`config.mk`:
```
export PLATFORM = sky130hd
export DESIGN_NAME = fuzz_round_ctrl_flat
export DESIGN_NICKNAME = d
export VERILOG_FILES = /design/src/rtl/fuzz_round_ctrl_if.sv /design/src/rtl/fuzz_round_ctrl.sv /design/src/flat_wrapper.sv
export SDC_FILE = /design/constraint.sdc
export NUM_CORES = 1
export LEC_CHECK = 0
export CAP_MARGIN = 25
export CORE_ASPECT_RATIO = 1.1
export CORE_UTILIZATION = 42
export CTS_CLUSTER_DIAMETER = 40
export CTS_CLUSTER_SIZE = 30
export DETAILED_ROUTE_END_ITERATION = 16
export GPL_TIMING_DRIVEN = 0
export PLACE_DENSITY_LB_ADDON = 0.12
export SLEW_MARGIN = 20
export SYNTH_ARGS = -nofsm -noshare
export SYNTH_HDL_FRONTEND = slang
export SYNTH_SLANG_ARGS = --single-unit
```
`constraint.sdc`:
```
create_clock -name clock -period 16.03 [get_ports clock]
set_input_delay 3.206 -clock clock [delete_from_list [all_inputs] [get_ports clock]]
set_output_delay 3.206 -clock clock [all_outputs]
set_load 0.05 [all_outputs]
```
`src/rtl/fuzz_round_ctrl_if.sv`:
```
// fuzz_round_ctrl_if: handshake and status bundle between the fuzz round controller and its harness.
interface fuzz_round_ctrl_if;
    logic        start;
    logic [63:0] tohost;
    logic [29:0] cov;
    logic        collect_ack;
    logic        collect_continue;
    logic        load_done;
    logic        dut_reset;
    logic        clk_hold;
    logic        collect_req;
    logic        load_req;
    logic        interrupt;
    logic [1:0]  status;
    logic [31:0] round_count;
    logic        busy;
    modport slave (
        input  start, tohost, cov, collect_ack, collect_continue, load_done,
        output dut_reset, clk_hold, collect_req, load_req, interrupt, status, round_count, busy
    );
    modport master (
        output start, tohost, cov, collect_ack, collect_continue, load_done,
        input  dut_reset, clk_hold, collect_req, load_req, interrupt, status, round_count, busy
    );
endinterface

```
`src/rtl/fuzz_round_ctrl.sv`:
```
// fuzz_round_ctrl: sequences fuzz rounds (reset, run, drain, collect, reload) with stall/watchdog interrupt.
module fuzz_round_ctrl #(
    parameter int unsigned MAX_CYCLES   = 20000000,
    parameter int unsigned STALL_BASE   = 1000,
    parameter int unsigned WATCHDOG     = 50000,
    parameter int unsigned RESET_CYCLES = 4,
    parameter int unsigned DRAIN_CYCLES = 5
) (
    input  logic             clock,
    input  logic             reset,
    fuzz_round_ctrl_if.slave bus
);
    typedef enum logic [2:0] {IDLE, RST, RUN, DRAIN, COLLECT, LOAD, DONE} state_t;
    state_t      state, state_n;
    logic [31:0] cnt, cnt_n, stall, stall_n, wd, wd_n, thr, round_n;
    logic [29:0] prev_cov;
    logic [1:0]  status_n;
    logic        run_n;
    always_comb begin
        state_n  = state;
        status_n = bus.status;
        round_n  = bus.round_count;
        case (state)
            IDLE:    state_n = bus.start ? RST : IDLE;
            RST:     state_n = cnt == RESET_CYCLES - 1 ? RUN : RST;
            RUN: begin
                if (bus.tohost[0] || cnt == MAX_CYCLES - 1) begin
                    state_n  = DRAIN;
                    status_n = bus.tohost[0] ? 2'd1 : 2'd2;
                end
            end
            DRAIN:   state_n = cnt == DRAIN_CYCLES - 1 ? COLLECT : DRAIN;
            COLLECT: begin
                if (bus.collect_ack) begin
                    state_n = bus.collect_continue ? LOAD : DONE;
                    round_n = bus.round_count + 32'd1;
                end
            end
            LOAD:    state_n = bus.load_done ? RST : LOAD;
            default: state_n = state;
        endcase
        run_n   = state == RUN && state_n == RUN;
        // One counter serves RST length, RUN cycles and DRAIN length; it restarts on every state change.
        cnt_n   = (state_n != state || !(state inside {RST, RUN, DRAIN})) ? '0 : cnt + 32'd1;
        stall_n = run_n && bus.cov == prev_cov ? stall + 32'd1 : '0;
        wd_n    = run_n ? wd + 32'd1 : '0;
        thr     = STALL_BASE * (32'(bus.cov[29:19]) + 32'd1);
    end
    always_ff @(posedge clock) begin
        if (!reset) begin
            state           <= IDLE;
            cnt             <= '0;
            stall           <= '0;
            wd              <= '0;
            prev_cov        <= '0;
            bus.dut_reset   <= 1'b1;
            bus.clk_hold    <= 1'b0;
            bus.collect_req <= 1'b0;
            bus.load_req    <= 1'b0;
            bus.interrupt   <= 1'b0;
            bus.status      <= 2'd0;
            bus.round_count <= '0;
            bus.busy        <= 1'b0;
        end else begin
            state           <= state_n;
            cnt             <= cnt_n;
            stall           <= stall_n;
            wd              <= wd_n;
            prev_cov        <= bus.cov;
            bus.dut_reset   <= state_n inside {IDLE, RST, LOAD, DONE};
            bus.clk_hold    <= state_n inside {DRAIN, COLLECT, LOAD};
            bus.collect_req <= state_n == COLLECT;
            bus.load_req    <= state_n == LOAD;
            bus.interrupt   <= state_n == RUN && (stall_n >= thr || wd_n >= WATCHDOG);
            bus.status      <= status_n;
            bus.round_count <= round_n;
            bus.busy        <= !(state_n inside {IDLE, DONE});
        end
    end
endmodule

```
`src/flat_wrapper.sv`:
```
// flat-port wrapper written by rule: the top's interface ports become plain ports
module fuzz_round_ctrl_flat 
#(
    parameter int unsigned MAX_CYCLES   = 20000000,
    parameter int unsigned STALL_BASE   = 1000,
    parameter int unsigned WATCHDOG     = 50000,
    parameter int unsigned RESET_CYCLES = 4,
    parameter int unsigned DRAIN_CYCLES = 5
)
  (clock, reset, bus_start, bus_tohost, bus_cov, bus_collect_ack, bus_collect_continue, bus_load_done, bus_dut_reset, bus_clk_hold, bus_collect_req, bus_load_req, bus_interrupt, bus_status, bus_round_count, bus_busy);
  fuzz_round_ctrl_if bus_i ();
  input  logic clock;
  input  logic reset;
  input wire logic [$bits(bus_i.start)-1:0] bus_start;
  input wire logic [$bits(bus_i.tohost)-1:0] bus_tohost;
  input wire logic [$bits(bus_i.cov)-1:0] bus_cov;
  input wire logic [$bits(bus_i.collect_ack)-1:0] bus_collect_ack;
  input wire logic [$bits(bus_i.collect_continue)-1:0] bus_collect_continue;
  input wire logic [$bits(bus_i.load_done)-1:0] bus_load_done;
  output wire logic [$bits(bus_i.dut_reset)-1:0] bus_dut_reset;
  output wire logic [$bits(bus_i.clk_hold)-1:0] bus_clk_hold;
  output wire logic [$bits(bus_i.collect_req)-1:0] bus_collect_req;
  output wire logic [$bits(bus_i.load_req)-1:0] bus_load_req;
  output wire logic [$bits(bus_i.interrupt)-1:0] bus_interrupt;
  output wire logic [$bits(bus_i.status)-1:0] bus_status;
  output wire logic [$bits(bus_i.round_count)-1:0] bus_round_count;
  output wire logic [$bits(bus_i.busy)-1:0] bus_busy;
  assign bus_i.start = bus_start;
  assign bus_i.tohost = bus_tohost;
  assign bus_i.cov = bus_cov;
  assign bus_i.collect_ack = bus_collect_ack;
  assign bus_i.collect_continue = bus_collect_continue;
  assign bus_i.load_done = bus_load_done;
  assign bus_dut_reset = bus_i.dut_reset;
  assign bus_clk_hold = bus_i.clk_hold;
  assign bus_collect_req = bus_i.collect_req;
  assign bus_load_req = bus_i.load_req;
  assign bus_interrupt = bus_i.interrupt;
  assign bus_status = bus_i.status;
  assign bus_round_count = bus_i.round_count;
  assign bus_busy = bus_i.busy;
  fuzz_round_ctrl #(.MAX_CYCLES(MAX_CYCLES), .STALL_BASE(STALL_BASE), .WATCHDOG(WATCHDOG), .RESET_CYCLES(RESET_CYCLES), .DRAIN_CYCLES(DRAIN_CYCLES)) u_core (.clock(clock), .reset(reset), .bus(bus_i));
endmodule
```
; Yosys cells after proc, flatten, opt, wreduce, memory -nomap -nowiden
; Cells that the tools add are included.
[totals]
reg_bits = 169
in_bits = 100
out_inout_bits = 40
elab_cells = 66
[op_classes]
n_addsub = 5
multipliers = 1
magnitude_cmp = 2
n_eq_ne = 16
n_mux = 11
bitwise = 1
reduce_logical = 17
[op_table]
columns = cell, count
row1 = $add 32x1->32 const B, 4
row2 = $mux 32, 2
row3 = $eq 32x2->1 const B, 1
row4 = $eq 32x25->1 const B, 1
row5 = $eq 32x3->1 const B, 1
row6 = $ge 32x16->1 const B, 1
row7 = $ge 32x32->1, 1
row8 = $mul 7x32->29 const A, 1
row9 = $eq 30x30->1, 1
row10 = $pmux 3 s6, 1
row11 = $eq 3x3->1 const B, 5
row12 = $add 11x1->12 const B, 1
row13 = $eq 3x2->1 const B, 4
row14 = $mux 3, 4
row15 = $eq 3x1->1 const B, 2
row16 = $logic_not 3->1, 2
row17 = $mux 2, 3
row18 = $reduce_bool 3->1, 2
row19 = $reduce_and 2->1, 2
row20 = $reduce_bool 4->1, 1
row21 = $logic_and 1x1->1, 3
row22 = $logic_or 1x1->1, 3
row23 = $ne 3x3->1, 1
row24 = $logic_not 1->1, 2
row25 = other kinds (4), 4

; Logic depth before layout (Yosys ltp)
; Gate-level depths: netlist (run 1).
[logic_depth]
ltp_word = 11
mapped_depth = 31
depth_no_buf = 30

; Worst setup path before layout (run 1)
; No wires, ideal clock.
[synth_path]
path_kind = input to register
startpoint = input bus_cov[21]
endpoint = register u_core.bus.interrupt
setup_ns = 0.116
arrival_time_ns = 8.864
required_time_ns = 15.914
slack_ns = 7.050
cell_stages = 29
path_buffers = 1
cell_sequence = clkbuf_1 -> nand3_1 -> nor2_1 -> nand2_1 -> nor2_1 -> xnor2_1 -> inv_1 -> fa_1 -> inv_1 -> fa_1 -> fa_1 -> fa_1 -> inv_1 -> ha_1 -> and2_1 -> a31oi_1 -> nand2_1 -> o41ai_2 -> o21bai_1 -> a21oi_1 -> xor2_1 -> ha_1 -> o21ai_0 -> o21ai_0 -> o211ai_1 -> a21oi_1 -> nor2_1 -> o221ai_1 -> a41o_1
[synth_via]
elab_chain_cells = 6
word_cells_on_any_way = 8
classes_between = add/sub (1) / mul (1) / order compare (1) / eq/ne (1) / mux (1) / reduce/logical (3)
[synth_lines]
columns = item, line
row1 = from (decl), flat_wrapper.sv:16  ; input wire logic [$bits(bus_i.cov)-1:0] bus_cov;
row2 = "parallel branches: the longest is 3 deep, another holds $mul 7x32->29", --
row3 = $ge 32x32->1 (*), fuzz_round_ctrl.sv:74  ; bus.interrupt <= state_n == RUN && (stall_n >= thr || wd_n >= WATCHDOG);
row4 = $logic_or 1x1->1 (*), fuzz_round_ctrl.sv:74
row5 = $logic_and 1x1->1 (*), fuzz_round_ctrl.sv:74
row6 = to (signal assigned), fuzz_round_ctrl.sv:74
row7 = to (decl), fuzz_round_ctrl_if.sv:19  ; output dut_reset, clk_hold, collect_req, load_req, interrupt, status, round_count, busy
; Every way passes the cells marked *.
; A chain may end at the register's enable or synchronous reset.

; Worst setup path after layout (run 1)
[layout_path]
startpoint = input bus_cov[23]
endpoint = register u_core.bus.interrupt
; Same word-level chain as after synthesis.

==> metrics.md, run 1 <==
| Metric | Value |
|---|---|
| Syn avg cell area | about 8.6 um2 |
| Post-synth cell types | 76 |
| Top cell by count, worst path | fa_1 |
| Antenna cell count | 0 |
| Max-cap violations | 0 |
| Worst Path Max Fanout | 5 |
| Crit path DAT | 10.06 ns |
| Syn Nets | ~1400 |
| Slew Limit Fails | 0 |
| Leading post-synthesis cells by cell area | dfxtp_1 (32%), ha_1 (8.2%), xor2_1 (7.8%) |
| RSZ-0062 raised after global routing | false |
| Setup violations, final | 0 |
| Routed wire length | 23000 um |
| Startpoint Class | input pin |
| First-pass GRT wire length | 39800 um |
| Initial Util | 0.431 |
| Fillers | 2412 |
| CTS tree | done |
| Worst Max-Slew Pin Slew | between 0.8 and 0.9 ns |
| Vias per cell | just over 5 |
| Core area | 0.0247 mm2 |
| Num CTS Buffers | 17 |
| Detailed Routing Iterations Pass 1 | 5 |
| Top-Level Pins | 140 |
| Sequential Area | 0.00338 mm2 |
| Period Utilization, post-route | 0.605 |
| Vias in the first global route | 8175 |
| Setup CP Type | input pin to register |
| Sequential fraction of the synthesis area | 0.318 |
| Wire per inst | 13.9 um |
| Pin count of the biggest net entering global routing | 17 |
| Rel. slew slack | 0.448 |
| Most common cell after layout, fill and taps aside | nor2_1 |
| Status | completed |
| Initial antenna violation count | 0 |
| Worst EP required | between 15 and 20 ns |
| Clock buffer depth | 2 |
| Share of the synthesized area in the top cell type | 0.318 |
| Root buf cell | clkbuf_16 |
| Netlist Area Pre-Place | around 0.011 mm2 |
| Synth async-reset ratio | 0 |
| Synth area leader | dfxtp_1 |
| Final nets | 1535 |
| GR Util All Layers | 0.189 |
| Total grt overflow | 0 |
| Layout cells sized above 1 | 0.0513 |
| Final design utilization | 0.502 |
| Overall die width | between 150 and 200 um |
| Cell Pwr Density | roughly 110 mW/mm2 |
| Final Hold Fails | 0 |
| Slowest-stage cell, CP | clkdlybuf4s50_1 |
| Largest stage delay on the critical path | 0.58 ns |
| Post-layout min period | about 9.7 ns |
| Synth Register Bits | 169 |
| Post-DRT Antenna Nets | 0 |
| Cells after Synth | roughly 1200 |
| # rows | 60 |
| Most frequent cells in the layout | nor2_1 (176), dfxtp_1 (169), xor2_1 (95) |
| DP Wirelength | ~18000 um |
| Critical path endpoint category | register |
| Post-synth EDFFs | 0 |
| Post-CTS Resized | 0 |
| Residual DRC | 0 |
| Leakage | 4.77 nW |
| Buf+Inv Stages, Crit Path | 4 |
| GP Congestion | 0.821 |
| Hold Buf Count CTS | 0 |
| Post-CTS Setup Repair Bufs | 0 |
| Clk_lat worst skew | roughly 0.43 ns |
| DRT iter0 DRCs | approximately 370 |
| DIE HEIGHT | approximately 170 um |
| Worst-path clk slew | 0.07 ns |
| Fmax | 103 MHz |
| CTS H-tree lvls | 4 |
| Critical path's top delay family | adder cells |
| Setup Skew | 0.0110 ns |
| Setup_tns | 0 ns |
| Warnings, synthesis | 0 |
| Vias | 8421 |
| Area of the multi-input gates | approximately 0.0068 mm2 |
| Clock Sinks | 169 |
| Hold crit path type | register to register |
| Die area | 0.0260 mm2 |
| Post-synth top flop | dfxtp_1 |
| # port buffers | 74 |
| Area growth syn-to-layout | 16.5% |
| Peak VDD IR | 0.0711 mV |
## cell families after synthesis
family | Yosys count | share of synthesized area
AOI/OAI and AO/OA | 110 | 0.0696
xor gates and xnor gates | 185 | 0.152
adders and majority gates | 103 | 0.143
buffers and inverters | 131 | 0.0488
DFF | 169 | 0.318
muxes | 6 | 0.00575
and+or+nand+nor | 536 | 0.263
## Yosys cell counts (all sizes together), types with 3 or more instances
| cell type | number |
|---|---|
| a211oi | 6 |
| nand2b | 11 |
| nand3 | 65 |
| a31oi | 3 |
| buf | 18 |
| a21oi | 23 |
| o211ai | 4 |
| inv | 84 |
| o211a | 3 |
| and2 | 36 |
| a21o | 5 |
| o2111ai | 3 |
| or2 | 7 |
| nand4 | 48 |
| nor2 | 176 |
| o21ai | 29 |
| nor2b | 8 |
| dfxtp | 169 |
| and3 | 32 |
| fa | 32 |
| o31ai | 4 |
| xor2 | 95 |
| and4 | 8 |
| nand2 | 63 |
| a41o | 3 |
| nor4 | 20 |
| xnor2 | 90 |
| nor3b | 4 |
| nor3 | 42 |
| clkbuf | 28 |
| mux2i | 5 |
| or3 | 8 |
| ha | 70 |
| o21a | 3 |
| o21bai | 3 |
## through the flow
step                      setup WS, ns  power [W]  std cells  hold slack [ns]  instance area, um2
after floorplan                   7.05   0.000861       1240            0.426               10700
after global placement            5.93   0.000963       1624            0.442               11800
after detailed placement          5.86   0.000966       1624            0.447               11800
after CTS                         6.30    0.00141       1656            0.465               12400
after global routing              5.80    0.00152       1656            0.515               12400
final                             6.33    0.00139       1656            0.457               12400
## sequential cells by signal, summed over array words and instances (netlist names)
register / flops
u_core.prev_cov: 30
u_core.bus.dut_reset: 1
u_core.bus.clk_hold: 1
u_core.wd: 32
u_core.stall: 32
u_core.bus.load_req: 1
u_core.bus.busy: 1
u_core.bus.status: 2
u_core.bus.interrupt: 1
u_core.bus.collect_req: 1
u_core.state: 3
u_core.bus.round_count: 32
u_core.cnt: 32
## metal layers
layer  GRT usage  part of all wire  vias to the layer above  routed length (um)
met1       0.244              0.48                     3943               11100
li1            -                 -                     4393                   -
met2       0.326              0.48                       72               11100
met4      0.0452            0.0099                        0                 228
met3      0.0323             0.021                       13                 486
met5           0                 0                        -                   0
## final timing paths
kind,start,cells past startpoint,end,slack [ns]
hold / removal,u_core.wd[0],1,u_core.wd[0],0.46
hold reg to reg,u_core.wd[0],1,u_core.wd[0],0.46
setup reg to reg,u_core.cnt[17],15,u_core.bus.interrupt,11.81
setup / recovery,bus_cov[23],26,u_core.bus.interrupt,6.33
## layout make-up
class | count | share of cell area
Timing Repair Buffer | 74 | 0.0597
Inverter | 85 | 0.0257
Multi-Input combinational cell | 940 | 0.544
Tap cell | 310 | 0.0313
Sequential cell | 169 | 0.273
Buffer | 46 | 0.0162
Clock inverter | 13 | 0.0147
Clock buffer | 19 | 0.0357
## power by group
part	internal [W]	switching, W	total (W)
registers	0.000424	0.00000249	0.000427
logic	0.000231	0.000292	0.000523
clock network	0.000254	0.000187	0.000441
total	0.000909	0.000482	0.00139
(Power assumes the default switching activity.)
==> inputs of run 2 (changes only) <==
- clock period: 16.03 -> 9.61 ns (I/O delays scaled with it)
==> results of run 2 <==
The final DEF is identical to that of run 1. Status: completed.
Among the figures that moved: setup slack after placement 5.86 ns -> 0.721 ns; setup slack after layout 6.33 ns -> 1.19 ns; register-to-register setup slack 11.81 ns -> 5.39 ns; total power 0.00139 W -> 0.00232 W; worst IR drop on VDD 0.0711 mV -> 0.119 mV
==> inputs of run 3 (changes only) <==
- CORE_UTILIZATION: 42 -> 52
==> metrics.md, run 3 (synthesized netlist as in run 1, its figures left out) <==
| Metric | Value |
|---|---|
| Most frequent cells in the layout | nor2_1 (176), dfxtp_1 (169), xor2_1 (95) |
| Antenna cell count | 0 |
| Startpoint Class | input pin |
| Setup_tns | 0 ns |
| Clk pwr share | 0.297 |
| Final nets | 1535 |
| Vias per cell | ~5.3 |
| Worst-path clk slew | 0.07 ns |
| Setup violations, final | 0 |
| Layout cells sized above 1 | 0.0513 |
| Top-Level Pins | 140 |
| DIE HEIGHT | 152 um |
| Sw Share | 0.349 |
| Post-CTS Setup Repair Bufs | 0 |
| Crit path DAT | slightly below 9 ns |
| Non-filler cells, final | 1598 |
| Final Hold Fails | 0 |
| Total grt overflow | 0 |
| Vias | 8519 |
| Critical path endpoint category | register |
| Residual DRC | 4 |
| # rows | 54 |
| Rel. slew slack | 0.481 |
| Reg power frac | 0.316 |
| Area growth syn-to-layout | 15.3% |
| Routed wire length | 22200 um |
| Hold Buf Count CTS | 0 |
| RSZ-0062 raised after global routing | false |
| Period Utilization, post-route | 0.869 |
| Leakage | 4.74 nW |
| Placed insts | 1566 |
| Root buf cell | clkbuf_16 |
| P_int | between 0.001 and 0.0015 W |
| Post-CTS Resized | 0 |
| Setup Skew | 0.0118 ns |
| Initial antenna violation count | 0 |
| Status | complete, but fails checks |
| Final design utilization | 0.616 |
| DRT iter0 DRCs | 403 |
| Worst EP required | about 10 ns |
| Slew Limit Fails | 0 |
| Die area | 0.0211 mm2 |
| DP Wirelength | 17100 um |
| CTS H-tree lvls | 4 |
| Vias in the first global route | 8419 |
| Post-DRT Antenna Nets | 0 |
| GR Util All Layers | 0.221 |
| Worst Path Max Fanout | 8 |
| Pin count of the biggest net entering global routing | 17 |
| Max-cap violations | 0 |
| Overall die width | 138 um |
| First-pass GRT wire length | 38700 um |
| Fmax | 120 MHz |
| Clock buffer depth | 2 |
| Clk_lat worst skew | 0.43 ns |
| # port buffers | 74 |
| Initial Util | 0.535 |
| Peak VDD IR | 0.131 mV |
| Hold crit path type | register to register |
| Clock Sinks | between 150 and 200 |
| Post-layout min period | 8.35 ns |
| Core area | 0.0199 mm2 |
| Failing checks | design-rule violations |
| Wire per inst | 13.9 um |
| Worst Max-Slew Pin Slew | 0.773 ns |
| Setup CP Type | input pin to register |
| Detailed Routing Iterations Pass 1 | 11 |
| Psw | between 0.0007 and 0.0008 W |
| Num CTS Buffers | 17 |
| Cell Pwr Density | 184 mW/mm2 |
| CTS tree | done |
| GP Congestion | between 0.8 and 0.9 |
| Combinational cell fraction of total power | 0.388 |
| Most common cell after layout, fill and taps aside | nor2_1 |
[run 3: cell types whose count changed in the layout (fill, tap and decap cells not counted)]
cell | before | now
clkbuf_8 | 1 | 2
bufinv_16 | 3 | 1
clkinv_2 | 1 | 2
inv_8 | 1 | 0
clkinv_8 | 1 | 0
clkinvlp_4 | 1 | 3
[run 3: area by class of cell]
| class | count | area (um2) |
|---|---|---|
| Buffer | 46 | 201 |
| Clock buffer | 20 | 457 |
| Clock inverter | 12 | 115 |
| Fill cell | 1782 | 7650 |
| Inverter | 85 | 319 |
| Multi-Input combinational cell | 940 | 6750 |
| Sequential cell | 169 | 3380 |
| Tap cell | 252 | 315 |
| Timing Repair Buffer | 74 | 741 |
[run 3: stage by stage]
stage | area, um2 | total power, W | hold WS (ns) | setup slack, ns
2_1_floorplan | 10700 | 0.00144 | 0.426 | 1.91
3_3_place_gp | 11700 | 0.00159 | 0.439 | 0.880
3_5_place_dp | 11700 | 0.00161 | 0.452 | 0.829
4_1_cts | 12300 | 0.00229 | 0.469 | 1.26
5_1_grt | 12300 | 0.00246 | 0.490 | 0.739
6_report | 12300 | 0.00225 | 0.466 | 1.26
[run 3: critical path: stages]
cell	delay [ns]
clkdlybuf4s50_1	0.59
ha_1	0.29
xnor2_1	0.61
xor2_1	0.35
xnor2_1	0.13
fa_1	0.49
inv_1	0.05
fa_1	0.47
fa_1	0.52
inv_1	0.05
ha_1	0.33
o21a_1	0.19
o31a_1	0.12
nor4_1	0.32
nor2_1	0.09
a21oi_1	0.18
xor2_1	0.18
ha_1	0.26
nand3_1	0.12
a21oi_1	0.06
a211oi_1	0.22
o31ai_1	0.11
a221oi_1	0.41
o221ai_1	0.26
a41o_1	0.31
[run 3: final timing paths]
path | to | cells past startpoint | startpoint | slack, ns
hold / removal | u_core.wd[0] | 1 | u_core.wd[0] | 0.47
hold reg to reg | u_core.wd[0] | 1 | u_core.wd[0] | 0.47
setup / recovery | u_core.bus.interrupt | 25 | bus_cov[20] | 1.26
setup reg to reg | u_core.bus.interrupt | 16 | u_core.cnt[0] | 5.43
[run 3: routing by layer]
layer | part of all wire | GRT usage | up-vias
li1 | - | - | 4389
met1 | 0.48 | 0.282 | 4027
met2 | 0.49 | 0.387 | 79
met3 | 0.024 | 0.0305 | 24
met4 | 0.015 | 0.0690 | 0
met5 | 0 | 0 | -
[run 3: power by group through the flow]
| stage | Sequential, W | Clock (W) | Combinational (W) |
|---|---|---|---|
| 6_report | 0.000712 | 0.000668 | 0.000874 |
| 5_1_grt | 0.000713 | 0.000714 | 0.00103 |
| 4_1_cts | 0.000712 | 0.000684 | 0.000890 |
| 3_5_place_dp | 0.000728 | 0 | 0.000884 |
| 3_3_place_gp | 0.000728 | 0 | 0.000867 |
| 2_1_floorplan | 0.000729 | 0 | 0.000707 |
